$ cat src/rtl/axis_csum_pkg.sv
`default_nettype none
// ============================================================================
// Module      : axis_csum_pkg
// Description : Shared constants and state encoding for the AXI-Stream
//               checksum-append block.
// Revision    : 1.0 - initial release
// ============================================================================
package axis_csum_pkg;

    // Width of one stream beat
    localparam int c_BYTE_W = 8;

    // Framer states: forward payload bytes, then emit one checksum byte
    typedef enum logic [0:0] {
        PASS   = 1'b0,
        APPEND = 1'b1
    } state_t;

endpackage : axis_csum_pkg
`default_nettype wire

$ cat src/rtl/axis_csum_append_csum_acc.sv
`default_nettype none
// ============================================================================
// Module      : csum_acc
// Description : Modulo-256 byte-sum accumulator with add-enable and
//               clear-to-seed. The result is optionally inverted (one's
//               complement) when AXIS_CSUM_INVERT_EN is defined.
// Revision    : 1.0 - initial release
// ============================================================================
import axis_csum_pkg::*;

module csum_acc #(
    parameter logic [c_BYTE_W-1:0] CSUM_INIT = 8'h00
) (
    input  logic                clk,
    input  logic                reset,
    input  logic                i_add_en,
    input  logic [c_BYTE_W-1:0] i_add_data,
    input  logic                i_clr,
    output logic [c_BYTE_W-1:0] o_result
);

    logic [c_BYTE_W-1:0] r_sum;

    // Running sum; clear takes priority, carries drop off the top
    always_ff @(posedge clk) begin
        if (!reset) begin
            r_sum <= CSUM_INIT;
        end else if (i_clr) begin
            r_sum <= CSUM_INIT;
        end else if (i_add_en) begin
            r_sum <= r_sum + i_add_data;
        end
    end

`ifdef AXIS_CSUM_INVERT_EN
    // Appended byte is the one's complement of the sum
    assign o_result = ~r_sum;
`else
    // Appended byte is the plain sum
    assign o_result = r_sum;
`endif

endmodule : csum_acc
`default_nettype wire

$ cat src/rtl/axis_csum_append.sv
`default_nettype none
// ============================================================================
// Module      : axis_csum_append
// Description : AXI-Stream byte pipe that forwards each packet with one
//               registered stage and appends a modulo-256 checksum byte
//               (carrying tlast) after the last payload byte. Counts
//               completed packets.
//               Build option: define AXIS_CSUM_INVERT_EN to append the
//               one's complement of the sum instead of the sum.
// Revision    : 1.0 - initial release
// ============================================================================
import axis_csum_pkg::*;

module axis_csum_append #(
    parameter logic [c_BYTE_W-1:0] CSUM_INIT = 8'h00,
    parameter int                  CNT_W     = 16
) (
    input  logic                clk,
    input  logic                reset,
    input  logic [c_BYTE_W-1:0] s_tdata,
    input  logic                s_tvalid,
    output logic                s_tready,
    input  logic                s_tlast,
    output logic [c_BYTE_W-1:0] m_tdata,
    output logic                m_tvalid,
    input  logic                m_tready,
    output logic                m_tlast,
    output logic [CNT_W-1:0]    pkt_count
);

    state_t              r_state;
    state_t              w_state_next;
    logic                w_out_free;
    logic                w_s_tready;
    logic                w_in_xfer;
    logic                w_app_load;
    logic [c_BYTE_W-1:0] w_csum;

    logic [c_BYTE_W-1:0] r_m_tdata;
    logic                r_m_tvalid;
    logic                r_m_tlast;
    logic [CNT_W-1:0]    r_pkt_count;

    // Checksum accumulator: adds every accepted byte, reseeds on append
    csum_acc #(
        .CSUM_INIT (CSUM_INIT)
    ) u_csum_acc (
        .clk        (clk),
        .reset      (reset),
        .i_add_en   (w_in_xfer),
        .i_add_data (s_tdata),
        .i_clr      (w_app_load),
        .o_result   (w_csum)
    );

    // State register
    always_ff @(posedge clk) begin
        if (!reset) begin
            r_state <= PASS;
        end else begin
            r_state <= w_state_next;
        end
    end

    // Next state and handshake decode; s_tready depends only on state,
    // the output register and m_tready, never on s_tvalid
    always_comb begin
        w_state_next = r_state;
        w_s_tready   = 1'b0;
        w_app_load   = 1'b0;
        w_out_free   = !r_m_tvalid || m_tready;
        w_in_xfer    = 1'b0;
        case (r_state)
            PASS: begin
                w_s_tready = reset && w_out_free;
                w_in_xfer  = s_tvalid && w_s_tready;
                if (w_in_xfer && s_tlast) begin
                    w_state_next = APPEND;
                end
            end
            APPEND: begin
                w_app_load = w_out_free;
                if (w_app_load) begin
                    w_state_next = PASS;
                end
            end
            default: begin
                w_state_next = PASS;
            end
        endcase
    end

    // Output register: payload byte, checksum byte, or drain on transfer
    always_ff @(posedge clk) begin
        if (!reset) begin
            r_m_tdata  <= '0;
            r_m_tvalid <= 1'b0;
            r_m_tlast  <= 1'b0;
        end else if (w_in_xfer) begin
            r_m_tdata  <= s_tdata;
            r_m_tvalid <= 1'b1;
            r_m_tlast  <= 1'b0;
        end else if (w_app_load) begin
            r_m_tdata  <= w_csum;
            r_m_tvalid <= 1'b1;
            r_m_tlast  <= 1'b1;
        end else if (r_m_tvalid && m_tready) begin
            r_m_tvalid <= 1'b0;
        end
    end

    // Completed-packet counter, wraps naturally
    always_ff @(posedge clk) begin
        if (!reset) begin
            r_pkt_count <= '0;
        end else if (w_app_load) begin
            r_pkt_count <= r_pkt_count + 1'b1;
        end
    end

    assign s_tready  = w_s_tready;
    assign m_tdata   = r_m_tdata;
    assign m_tvalid  = r_m_tvalid;
    assign m_tlast   = r_m_tlast;
    assign pkt_count = r_pkt_count;

endmodule : axis_csum_append
`default_nettype wire

$ cat config.mk
export PLATFORM = sky130hd
export DESIGN_NAME = axis_csum_append
export DESIGN_NICKNAME = d
export VERILOG_FILES = /design/src/rtl/axis_csum_pkg.sv /design/src/rtl/axis_csum_append_csum_acc.sv /design/src/rtl/axis_csum_append.sv
export SDC_FILE = /design/constraint.sdc
export NUM_CORES = 1
export LEC_CHECK = 0
export CAP_MARGIN = 20
export CORE_ASPECT_RATIO = 2
export CORE_MARGIN = 2
export CORE_UTILIZATION = 40
export DETAILED_ROUTE_END_ITERATION = 12
export PLACE_DENSITY = 0.66
export SLEW_MARGIN = 20
export SYNTH_ARGS = -nofsm -noshare
export SYNTH_HDL_FRONTEND = slang
export SYNTH_SLANG_ARGS = --single-unit
$ cat constraint.sdc
create_clock -name clk -period 2.4 [get_ports clk]
set_clock_uncertainty 0.05 [all_clocks]
set_input_delay 0.24 -clock clk [delete_from_list [all_inputs] [get_ports clk]]
set_output_delay 0.24 -clock clk [all_outputs]
set_load 0.02 [all_outputs]
==> metrics.md, run 1 <==
| Metric | Value |
|---|---|
| Status | finished clean |
| Worst setup SP type | input port |
| TritonCTS clock tree | done |
| Req. time, crit path | 2110 ps |
| Share of total power in the clock network | 0.401 |
| Die width | 51.7 um |
| Die area | 5130 um2 |
| Most Frequent Cell on Critical Path | clkdlybuf4s50_1 |
| Largest net degree at the start of global routing | 25 |
| Seq cells post-synth | 35 |
| Hold-fix buffers at CTS | 0 |
| Proportion of netlist area held by the largest area contributor | 0.385 |
| Crit end category | output pin |
| Clock root cell | clkbuf_8 |
| CTS resizes | 0 |
| Post-Synth Adder-Cell Area | 0.0661 |
| Critical path type | in2out |
| Measured slew at the worst slew-check pin | 350 ps |
| Final hold violations | 0 |
| First-pass GRT wire length | 6960 um |
| Total chip power | 1.39 mW |
| Io pins | 40 |
| Combinational Power Share | 0.151 |
| Seq pwr share | 0.448 |
| Antenna-violating nets left | 0 |
| Drt wl/cell | 13.3 um |
| RSZ-0062 raised after global routing | no |
| HPWL after detailed placement | 3050 um |
| Area growth from synthesis to layout | 31.7% |
| Cell internal pwr | 1.04 mW |
| Proportion of layout cells with a drive suffix above 1 | 0.0627 |
| Worst path max stage delay | 640 ps |
| Static Leakage | 0.984 nW |
| Register area | 701 um2 |
| Filler Cell Count | 426 |
| Yosys cell types | 37 |
| Placer Congestion | 0.806 |
| Port bufs | 39 |
| Initial Util | 0.419 |
| Fin util | 0.552 |
| DRC | 0 |
| Max Root-Sink Buffers | 2 |
| Switching part of the total | 0.248 |
| Chip height | 99.3 um |
| Slew Limit Fails | 0 |
| Worst-Skew Late Latency | 290 ps |
| Vias in the first global route | 1537 |
| Peak supply drop | 0.425 mV |
| Mean Syn Cell Area | 8.58 um2 |
| Final setup viols | 0 |
| Mapped Area | 1820 um2 |
| Clock transition at the registers of the reported paths | 70 ps |
| Post-synthesis simple-gate area fraction | 0.281 |
| Setup ws final | 337 ps |
| Hold Path Class | reg2reg |
| Worst hold slack | 433 ps |
| Switch Pwr | 0.344 mW |
| Synth top area cells | dfxtp_1 39%, nand2_1 6.6%, ha_1 5.5% |
| CTS buffer count | 5 |
| Commonest cells post-synth | 35 x dfxtp_1, 32 x nand2_1, 14 x and2_1, 12 x nand3_1 |
| Fraction of registers with async set/reset | 0 |
| Final period utilization | 0.860 |
| Tot GR Track Use | 0.180 |
| Area leader, netlist | dfxtp_1 |
| FF-to-FF setup slack | 490 ps |
| Multi-input combinational cell area | 1050 um2 |
| Synth Area in XOR/XNOR | 0.0626 |
| Syn Nets | 234 |
| Synth Warn # | 0 |
| CP arrival | 1770 ps |
| Min Tclk post-route | 2060 ps |
| Seq/Total Area, Yosys | 0.385 |
| WL final | 4100 um |
| Mux contribution to synthesized area | 0 |
| Final #Nets | 276 |
| Clock sink total | 35 |
| Max H-tree Level | 2 |
| Bufs and invs on worst path | 2 |
| Setup Buffers After CTS | 0 |
| Fmax | 485 MHz |
| Cell count after synthesis | 212 |
| Largest family of logic cells by synthesized area | simple AND/OR/NAND/NOR gates |
| Max_slew headroom | 0.766 |
| Setup_tns | 0 ps |
| Initial antenna violation count | 0 |
| Crit-path cells | clkdlybuf4s50_1 -> and2b_1 -> nor3b_1 -> clkdlybuf4s50_1 |
| Area of the core | 4340 um2 |
| DR vias | 1596 |
| CP Max Fanout | 3 |
| Drt pass-1 iters | 4 |
| Synth Flop Type | dfxtp_1 |
| CP max-delay cell | clkdlybuf4s50_1 |
| DP Worst Slack | 122 ps |
| Grt total ovfl | 0 |
| Compound-Gate Fraction of Synth Area | 0.168 |
| Max-cap viol count | 0 |
| Number of vias per cell | 5.17 |
| Count leader, synth | dfxtp_1 |
| CP top delay family | buffers and inverters |
| DRT iter0 DRCs | 13 |
| Power Density | 579 nW/um2 |
| Row cnt | 34 |
| Antenna cells | 0 |
| Number of flops mapped to enable cells by yosys | 0 |
power by group through the flow:
| stage | registers (mW) | clock network (mW) | logic, mW |
|---|---|---|---|
| finish | 0.621 | 0.557 | 0.209 |
| global route | 0.625 | 0.593 | 0.229 |
| CTS | 0.621 | 0.568 | 0.212 |
| detailed placement | 0.635 | 0 | 0.210 |
| global placement | 0.634 | 0 | 0.209 |
| floorplan | 0.646 | 0 | 0.115 |
sequential cells by signal, summed over array words and instances (netlist names):
signal,cells
pkt_count,16
m_tdata,8
u_csum_acc.o_result,8
m_tlast,1
m_tvalid,1
r_state,1
worst paths after layout:
kind	start	endpoint	cells after the start
min	u_csum_acc.o_result[3]	u_csum_acc.o_result[3]	2
max	m_tready	s_tready	4
max reg2reg	u_csum_acc.o_result[0]	u_csum_acc.o_result[6]	8
min reg2reg	u_csum_acc.o_result[3]	u_csum_acc.o_result[3]	2
through the flow:
step / area [um2] / cells
2_1_floorplan: 1820 / 212
3_3_place_gp: 2280 / 301
3_5_place_dp: 2280 / 301
4_1_cts: 2390 / 309
5_1_grt: 2390 / 309
6_report: 2390 / 309
cell type report:
type	instances	share of cell area
Sequential cell	35	0.293
Timing Repair Buffer	45	0.182
Tap cell	54	0.0282
Clock buffer	6	0.0345
Multi-Input combinational cell	161	0.439
Inverter	6	0.00940
Clock inverter	2	0.0146
cell families (layout without fill, tap and decap cells):
group | Yosys count | in the layout
flip-flops | 35 | 35
AND/OR/NAND/NOR | 96 | 96
XOR/XNOR | 13 | 13
buffers and inverters | 16 | 59
AO/OA/AOI/OAI | 43 | 43
adder cells (fa/ha/maj) | 9 | 9
placed cells by master (no fill, tap or decap), drive strengths merged, types with 4 or more instances in the layout:
cell / synthesis / layout
a21boi: 5 / 5
a21oi: 8 / 8
and2: 14 / 14
buf: 3 / 6
clkbuf: 7 / 6
clkdlybuf4s50: 0 / 39
dfxtp: 35 / 35
ha: 8 / 8
inv: 6 / 6
nand2: 32 / 32
nand3: 13 / 13
nand4: 4 / 4
nor2: 7 / 7
nor3: 8 / 8
o211a: 8 / 8
o21a: 4 / 4
o21ai: 8 / 8
or3: 4 / 4
xnor2: 6 / 6
xor2: 7 / 7
routing by layer:
metal	GRT usage	routed length, um	share of wire
met2	0.326	2230	0.54
met1	0.191	1660	0.40
met5	0	0	0
met4	0.0850	88	0.021
met3	0.0360	124	0.030
worst reg2reg max path, cell delays in order (launching register included):
cell and delay [ps]:
dfxtp_1 360, ha_1 210, inv_1 70, fa_1 370
nor2b_1 220, o31a_1 170, o21a_1 130, nor3_1 50
o31ai_1 210
Power figures use the tool's default switching activity.
==> run 2, diff against run 1 <==
HOLD_SLACK_MARGIN = 0.02   (was default)
==> results of run 2 <==
No change in the layout: final DEF, timing and power equal those of run 1.
==> run 3, diff against run 2 <==
SKIP_LAST_GASP = 1   (was default)
SLEW_MARGIN = default   (was 20)
==> results of run 3 <==
No change in the layout: final DEF, timing and power equal those of run 1.
